==> config.mk <==
export PLATFORM = sky130hd
export DESIGN_NAME = tick_scheduler_flat
export DESIGN_NICKNAME = d
export VERILOG_FILES = /design/src/rtl/tick_scheduler_if.sv /design/src/rtl/tick_scheduler.sv /design/src/flat_wrapper.sv
export SDC_FILE = /design/constraint.sdc
export NUM_CORES = 1
export LEC_CHECK = 0
export ABC_CLOCK_PERIOD_IN_PS = 2500
export BUFFER_PORTS_ARGS = -buffer_cell sky130_fd_sc_hd__buf_2
export CAP_MARGIN = 20
export CORE_ASPECT_RATIO = 1.75
export CORE_UTILIZATION = 45
export DETAILED_ROUTE_END_ITERATION = 8
export PLACE_DENSITY = 0.64
export REMOVE_ABC_BUFFERS = 1
export SKIP_CTS_REPAIR_TIMING = 1
export SLEW_MARGIN = 20
export SYNTH_ARGS = -nofsm -noshare
export SYNTH_HDL_FRONTEND = slang
export SYNTH_SLANG_ARGS = --single-unit
==> constraint.sdc <==
create_clock -name clk -period 2.5 [get_ports clk]
set_clock_uncertainty 0.1 [all_clocks]
set_input_delay 0.25 -clock clk [delete_from_list [all_inputs] [get_ports clk]]
set_output_delay 0.25 -clock clk [all_outputs]
set_load 0.005 [all_outputs]
==> src/rtl/tick_scheduler_if.sv <==
// ----------------------------------------------------------------------------
// tick_scheduler_if
//  Configuration write port of the tick scheduler (valid/ready handshake).
//  master : configuration source (drives valid/addr/en/period)
//  slave  : tick_scheduler (drives ready/err)
//  Signals:
//   cfg_valid   write request
//   cfg_ready   pending slot free; write accepted when valid && ready
//   cfg_addr    target channel            [CH_AW-1:0]
//   cfg_en      channel enable
//   cfg_period  period in base ticks      [PERIOD_W-1:0] (0 = disabled)
//   cfg_err     1-cycle pulse: accepted write addressed a missing channel
// ----------------------------------------------------------------------------
interface tick_scheduler_if #(
    parameter int CH_AW    = 2,
    parameter int PERIOD_W = 16
);
    logic                cfg_valid;
    logic                cfg_ready;
    logic [CH_AW-1:0]    cfg_addr;
    logic                cfg_en;
    logic [PERIOD_W-1:0] cfg_period;
    logic                cfg_err;

    modport master (
        output cfg_valid, cfg_addr, cfg_en, cfg_period,
        input  cfg_ready, cfg_err
    );

    modport slave (
        input  cfg_valid, cfg_addr, cfg_en, cfg_period,
        output cfg_ready, cfg_err
    );
endinterface

==> src/rtl/tick_scheduler.sv <==
// ----------------------------------------------------------------------------
// tick_scheduler
//  Shared timebase: a prescaler divides clk into a base tick; NUM_CH channels
//  count base ticks up to a programmable period and emit a 1-cycle tick pulse
//  plus a square wave that toggles on every tick. Channels are configured
//  through a single-slot valid/ready write port; a pending write is applied
//  on the next prescaler wrap so channel phase always changes on a tick edge.
//
//  Optional feature macro: TICK_SCHED_SYNC_EN
//   defined   -> sync_start input restarts prescaler and all channel phases
//   undefined -> no sync_start port; phase alignment only through rst
//
//  Ports:
//   clk         system clock
//   rst         synchronous reset, active-high
//   sync_start  (TICK_SCHED_SYNC_EN only) phase restart strobe
//   cfg         tick_scheduler_if.slave configuration write port
//   base_tick   1-cycle pulse every PRESCALE clocks
//   ch_tick     per-channel 1-cycle tick pulse     [NUM_CH-1:0]
//   ch_level    per-channel square wave            [NUM_CH-1:0]
// ----------------------------------------------------------------------------
module tick_scheduler #(
    parameter int PRESCALE = 100000,
    parameter int NUM_CH   = 4,
    parameter int CH_AW    = 2,
    parameter int PERIOD_W = 16
) (
    input  logic                 clk,
    input  logic                 rst,
`ifdef TICK_SCHED_SYNC_EN
    input  logic                 sync_start,
`endif
    tick_scheduler_if.slave      cfg,
    output logic                 base_tick,
    output logic [NUM_CH-1:0]    ch_tick,
    output logic [NUM_CH-1:0]    ch_level
);

    localparam int               PRE_W    = (PRESCALE > 2) ? $clog2(PRESCALE) : 1;
    localparam logic [PRE_W-1:0] PRE_LAST = PRE_W'(PRESCALE - 1);
    localparam logic [CH_AW:0]   NUM_CH_W = (CH_AW + 1)'(NUM_CH);

    logic [PRE_W-1:0]    pre_cnt_reg;
    logic                base_tick_reg;
    logic                pending_reg;
    logic                ready_reg;
    logic                err_reg;
    logic [CH_AW-1:0]    pend_addr_reg;
    logic                pend_en_reg;
    logic [PERIOD_W-1:0] pend_period_reg;

    logic wrap;
    logic sync_hit;
    logic accept;
    logic addr_oor;
    logic apply;

`ifdef TICK_SCHED_SYNC_EN
    assign sync_hit = sync_start;
`else
    assign sync_hit = 1'b0;
`endif

    assign wrap     = (pre_cnt_reg == PRE_LAST);
    assign accept   = cfg.cfg_valid && ready_reg;
    // Extra MSB so the compare stays meaningful when 2**CH_AW == NUM_CH.
    assign addr_oor = ({1'b0, cfg.cfg_addr} >= NUM_CH_W);
    // The pending slot is only consumed on an edge where it was already full,
    // so a write accepted on a wrap edge waits for the following wrap.
    assign apply    = pending_reg && (wrap || sync_hit);

    // ------------------------------------------------------------------
    // Prescaler
    // ------------------------------------------------------------------
    always_ff @(posedge clk) begin
        if (rst) begin
            pre_cnt_reg   <= '0;
            base_tick_reg <= 1'b0;
        end else if (sync_hit) begin
            pre_cnt_reg   <= '0;
            base_tick_reg <= 1'b0;
        end else if (wrap) begin
            pre_cnt_reg   <= '0;
            base_tick_reg <= 1'b1;
        end else begin
            pre_cnt_reg   <= pre_cnt_reg + 1'b1;
            base_tick_reg <= 1'b0;
        end
    end

    // ------------------------------------------------------------------
    // Configuration slot. Out-of-range writes are accepted but never
    // occupy the slot, so ready stays high for them.
    // ------------------------------------------------------------------
    always_ff @(posedge clk) begin
        if (rst) begin
            pending_reg     <= 1'b0;
            ready_reg       <= 1'b1;
            err_reg         <= 1'b0;
            pend_addr_reg   <= '0;
            pend_en_reg     <= 1'b0;
            pend_period_reg <= '0;
        end else begin
            err_reg <= accept && addr_oor;
            if (accept && !addr_oor) begin
                pending_reg     <= 1'b1;
                ready_reg       <= 1'b0;
                pend_addr_reg   <= cfg.cfg_addr;
                pend_en_reg     <= cfg.cfg_en;
                pend_period_reg <= cfg.cfg_period;
            end else if (apply) begin
                pending_reg <= 1'b0;
                ready_reg   <= 1'b1;
            end
        end
    end

    assign cfg.cfg_ready = ready_reg;
    assign cfg.cfg_err   = err_reg;
    assign base_tick     = base_tick_reg;

    // ------------------------------------------------------------------
    // Channels
    // ------------------------------------------------------------------
    genvar gi;
    generate
        for (gi = 0; gi < NUM_CH; gi++) begin : g_ch
            logic                en_reg;
            logic [PERIOD_W-1:0] period_reg;
            logic [PERIOD_W-1:0] cnt_reg;
            logic                tick_reg;
            logic                level_reg;
            logic                apply_hit;

            assign apply_hit = apply && (pend_addr_reg == CH_AW'(gi));

            always_ff @(posedge clk) begin
                if (rst) begin
                    en_reg     <= 1'b0;
                    period_reg <= '0;
                    cnt_reg    <= '0;
                    tick_reg   <= 1'b0;
                    level_reg  <= 1'b0;
                end else begin
                    tick_reg <= 1'b0;
                    if (apply_hit) begin
                        // New settings restart the phase; no tick on this edge.
                        en_reg     <= pend_en_reg;
                        period_reg <= pend_period_reg;
                        cnt_reg    <= '0;
                        level_reg  <= 1'b0;
                    end else if (sync_hit || !en_reg || (period_reg == '0)) begin
                        cnt_reg   <= '0;
                        level_reg <= 1'b0;
                    end else if (wrap) begin
                        if (cnt_reg == period_reg - 1'b1) begin
                            cnt_reg   <= '0;
                            tick_reg  <= 1'b1;
                            level_reg <= ~level_reg;
                        end else begin
                            cnt_reg <= cnt_reg + 1'b1;
                        end
                    end
                end
            end

            assign ch_tick[gi]  = tick_reg;
            assign ch_level[gi] = level_reg;
        end
    endgenerate

endmodule

==> src/flat_wrapper.sv <==
// flat-port wrapper written by rule: the top's interface ports become plain ports
module tick_scheduler_flat 
#(
    parameter int PRESCALE = 100000,
    parameter int NUM_CH   = 4,
    parameter int CH_AW    = 2,
    parameter int PERIOD_W = 16
)
  (clk, rst, base_tick, ch_tick, ch_level, cfg_cfg_valid, cfg_cfg_addr, cfg_cfg_en, cfg_cfg_period, cfg_cfg_ready, cfg_cfg_err);
  tick_scheduler_if #(.CH_AW(CH_AW), .PERIOD_W(PERIOD_W)) cfg_i ();
  input  logic clk;
  input  logic rst;
  output logic base_tick;
  output logic [NUM_CH-1:0] ch_tick;
  output logic [NUM_CH-1:0] ch_level;
  input wire logic [$bits(cfg_i.cfg_valid)-1:0] cfg_cfg_valid;
  input wire logic [$bits(cfg_i.cfg_addr)-1:0] cfg_cfg_addr;
  input wire logic [$bits(cfg_i.cfg_en)-1:0] cfg_cfg_en;
  input wire logic [$bits(cfg_i.cfg_period)-1:0] cfg_cfg_period;
  output wire logic [$bits(cfg_i.cfg_ready)-1:0] cfg_cfg_ready;
  output wire logic [$bits(cfg_i.cfg_err)-1:0] cfg_cfg_err;
  assign cfg_i.cfg_valid = cfg_cfg_valid;
  assign cfg_i.cfg_addr = cfg_cfg_addr;
  assign cfg_i.cfg_en = cfg_cfg_en;
  assign cfg_i.cfg_period = cfg_cfg_period;
  assign cfg_cfg_ready = cfg_i.cfg_ready;
  assign cfg_cfg_err = cfg_i.cfg_err;
  tick_scheduler #(.PRESCALE(PRESCALE), .NUM_CH(NUM_CH), .CH_AW(CH_AW), .PERIOD_W(PERIOD_W)) u_core (.clk(clk), .rst(rst), .cfg(cfg_i), .base_tick(base_tick), .ch_tick(ch_tick), .ch_level(ch_level));
endmodule
==> implementation parameters <==
Parameter                              Value

Run status
  Outcome ... complete, but fails checks
  Violations in the final reports ... setup timing

Synth
  Cell types occupying the most area after synthesis ... sky130_fd_sc_hd__dfxtp_1, sky130_fd_sc_hd__nand2_1, sky130_fd_sc_hd__xnor2_1, sky130_fd_sc_hd__a21oi_1, sky130_fd_sc_hd__xor2_1
  Syn_area_per_cell ... 7.828 µm²
  Async set-reset flop share out of synthesis ... 0%
  Top post-synthesis cells by count ... sky130_fd_sc_hd__nand2_1, sky130_fd_sc_hd__dfxtp_1, sky130_fd_sc_hd__nor2_1
  Number of synthesized flops with an enable pin ... 0
  Netlist Area Pre-Place ... around 0.0093 mm²
  Gate Count Post-Synth ... around 1200
  Cell with the most instances after synthesis ... sky130_fd_sc_hd__nand2_1
  Netlist cell types ... between 70 and 80
  Post-synthesis cell type with the largest combined area ... sky130_fd_sc_hd__dfxtp_1
  Number of flip-flops and latches in the synthesized netlist ... 179
  Syn. warnings ... 0
  Area share of the leading cell type in the synthesized netlist ... 38.47%
  Register area share after synthesis ... 38.47%
  Primary FF master, synth ... sky130_fd_sc_hd__dfxtp_1

Timing
  Post-route clock period utilization ... 100.3%
  Final number of max-transition violations ... 0
  Highest Clock Rate ... around 400 MHz
  Final Setup Violations ... 1
  Relative slew margins ... between 30% and 40%
  Measured slew at the worst slew-check pin ... approximately 0.95 ns
  Shortest period the worst path allows ... ~2.5 ns
  Final number of hold-violating endpoints ... 0
  Setup repair after global routing missed its margin ... yes
  PnR worst setup slack ... -0.007641 ns
  Post-route worst hold slack ... slightly below 0.05 ns

Clocking
  Count of clock tree sinks ... approximately 180
  Num CTS Buffers ... 17
  Root Buffer Master ... sky130_fd_sc_hd__clkbuf_16
  H-Tree Depth ... 4
  Post-CTS clock slew at the launch and capture registers of the worst setup and hold paths ... ~0.07 ns
  CTS tree ... done
  Maximum root-to-sink buffer count ... 2
  Clk Latency, worst-skew pair ... 0.45 ns

Critical path
  Type of destination of the critical path ... flip-flop
  Crit path kind ... reg2reg
  Endpoint required time on the critical path ... 2.78 ns
  Max FO, Critical Path ... 4
  Critical Path AT ... around 2.8 ns
  Crit start category ... flip-flop
  Startpoint of the worst-slack reg-to-reg timing path ... u_core.g_ch[1].period_reg[5]$_SDFFE_PP0P_
  Critical Path Slowest Stage Cell ... sky130_fd_sc_hd__or4_4
  Register-to-Register Path Depth ... 8
  Crit-path max cell delay ... approximately 0.57 ns
  Critical Path Source ... u_core.g_ch[1].period_reg[5]$_SDFFE_PP0P_
  Cells along the critical path ... nor4_4 > buf_4 > and3_4 > o211a_1 > o22ai_2 > or4_4 > or3_4 > a21oi_1

Routing
  Count of unresolved DRC violations after routing ... 0
  Post-detailed-route wirelength per cell ... 15.85 µm
  Starting DRT DRC Count ... between 400 and 500
  Detailed-route wire length ... between 20000 and 25000 µm
  Final ANT Viol Nets ... 0
  Via density per instance ... roughly 5.4
  Initial DRT Pass Iterations ... 4
  Routed via count ... around 8400

Final layout
  Final Util ... ~55%
  Layout cell share with drive strength beyond 1 ... 15.76%
  Area growth syn-to-layout ... 19.53%
  Nets ... about 1300
  Number of diodes ... 0

Placed design
  Placer's final routability congestion estimate ... around 0.88
  Placed wire-length estimate after detailed placement ... approximately 18000 µm
  Port buffer count ... 31

Global route
  Antenna violations before repair ... 0
  Pin count of the biggest net entering global routing ... slightly above 90
  GRT Total Usage ... 22.82%
  Remaining Overflow, GRT ... 0
  Global-route wire length before repair ... a little under 40000 µm
  Number of global-route vias before repair ... 7981

Floorplan
  Area of the placeable core ... about 0.020 mm²
  Number of standard-cell rows in the floorplan ... 69
  Starting utilization of the core area ... a little under half
  Total die area ... 0.02130 mm²
  Die extent in x ... 110.8 µm
  I/O pin count ... 33
  Vertical extent of the die ... slightly below 200 µm

Pwr
  Static leakage ... about 4 nW
  Worst supply voltage drop on vdd ... a little over 0.4 mV
  PD cells ... about 510 mW/mm²

Min path
  Type of the tightest min-delay check ... in2reg
  Hold path depth ... 3
  Start point of the worst min-delay path ... cfg_cfg_period[7]

Flow run
  Max-Cap Viols ... 0
==> cell type report <==
class                   instances  area (µm²)
well taps                     248       310.3
multi-input cells             920        5441
inverters                      31       116.4
repair buffers                146        1125
clock buffers                  19       442.9
clock inverters                12       108.9
fillers                      1899        9154
flip-flops and latches        179        3590
==> critical path: cells and delay by family, from the launching register on <==
family | cells | cell delay (ns)
simple gates | 4 | 1.46
flops | 1 | 0.34
buf+inv | 1 | 0.19
compound gates | 3 | 0.36
==> logic make-up (layout without fill, tap and decap cells) <==
group / Yosys count / in the layout / share of synthesized area [%]
fa+ha+maj: 9 / 9 / 1.209
xor+xnor: 146 / 146 / 13.73
compound gates: 177 / 177 / 11.20
flops: 179 / 179 / 38.47
other cells: 1 / 1 / 0.04026
buf+inv: 91 / 208 / 4.540
simple gates: 585 / 585 / 30.60
mux: 2 / 2 / 0.2149
==> placed cells by master (no fill, tap or decap), types with 4 or more instances in the layout <==
| master | synthesis | layout |
|---|---|---|
| sky130_fd_sc_hd__nand2_1 | 228 | 228 |
| sky130_fd_sc_hd__dfxtp_1 | 179 | 174 |
| sky130_fd_sc_hd__nor2_1 | 132 | 124 |
| sky130_fd_sc_hd__a21oi_1 | 111 | 109 |
| sky130_fd_sc_hd__buf_4 | 11 | 90 |
| sky130_fd_sc_hd__xnor2_1 | 83 | 83 |
| sky130_fd_sc_hd__xor2_1 | 63 | 63 |
| sky130_fd_sc_hd__nand3_1 | 42 | 41 |
| sky130_fd_sc_hd__nand4_1 | 37 | 37 |
| sky130_fd_sc_hd__nor3_1 | 33 | 33 |
| sky130_fd_sc_hd__inv_1 | 31 | 31 |
| sky130_fd_sc_hd__buf_2 | 7 | 31 |
| sky130_fd_sc_hd__and3_1 | 18 | 18 |
| sky130_fd_sc_hd__dlygate4sd3_1 | 0 | 18 |
| sky130_fd_sc_hd__clkbuf_16 | 0 | 17 |
| sky130_fd_sc_hd__o21ai_0 | 16 | 15 |
| sky130_fd_sc_hd__and2_1 | 10 | 10 |
| sky130_fd_sc_hd__and4_1 | 10 | 10 |
| sky130_fd_sc_hd__nor4_1 | 10 | 8 |
| sky130_fd_sc_hd__a31oi_1 | 8 | 8 |
| sky130_fd_sc_hd__nor2b_1 | 8 | 8 |
| sky130_fd_sc_hd__ha_1 | 9 | 8 |
| sky130_fd_sc_hd__nor2_2 | 1 | 7 |
| sky130_fd_sc_hd__a211oi_1 | 9 | 7 |
| sky130_fd_sc_hd__nand2b_1 | 7 | 7 |
| sky130_fd_sc_hd__or3_1 | 7 | 6 |
| sky130_fd_sc_hd__nor4_4 | 3 | 5 |
| sky130_fd_sc_hd__nor3b_1 | 6 | 5 |
| sky130_fd_sc_hd__dfxtp_2 | 0 | 5 |
| sky130_fd_sc_hd__nand3b_1 | 4 | 4 |
| sky130_fd_sc_hd__nand4b_1 | 4 | 4 |
| sky130_fd_sc_hd__and3b_1 | 4 | 4 |
| sky130_fd_sc_hd__nor4_2 | 4 | 4 |
| sky130_fd_sc_hd__clkinv_2 | 0 | 4 |
| sky130_fd_sc_hd__buf_12 | 0 | 4 |
==> power breakdown <==
| part | switching [mW] | total [mW] | internal, mW |
|---|---|---|---|
| sequential | 0.0509 | 2.93 | 2.88 |
| clock | 1.19 | 2.58 | 1.39 |
| combinational | 0.0782 | 0.135 | 0.0568 |
==> per-stage QoR <==
stage	cells	total power [mW]	TNS (ns)	area [µm²]	setup WS (ns)
6_report	1555	5.646	-0.007641	11130	-0.007641
4_1_cts	1532	5.674	-0.1741	10770	-0.1083
5_1_grt	1555	5.814	-2.729	11130	-0.1178
3_5_place_dp	1501	3.102	-0.1050	10210	-0.07896
3_3_place_gp	1501	3.102	-0.04234	10210	-0.04234
2_1_floorplan	1130	3.011	-7.063	9009	-0.2202
==> final timing paths <==
| kind | endpoint | slack (ns) |
|---|---|---|
| setup / recovery | u_core.g_ch[1].level_reg$_SDFFE_PP0P_ | -0.008 |
| hold / removal | u_core.pend_period_reg[7]$_SDFFE_PP0P_ | 0.05 |
| setup reg to reg | u_core.g_ch[1].level_reg$_SDFFE_PP0P_ | -0.008 |
| hold reg to reg | u_core.pre_cnt_reg[0]$_SDFF_PP0_ | 0.35 |
==> routing by layer <==
layer  share of wire, %  global-route usage, %  up-vias
li1                   -                      -     4254
met1                 38                  23.14     3959
met2                 54                  44.36      152
met3                2.9                  3.423       67
met4                4.9                  12.36        0
met5                  0                      0        -
Power figures use the tool's default switching activity.
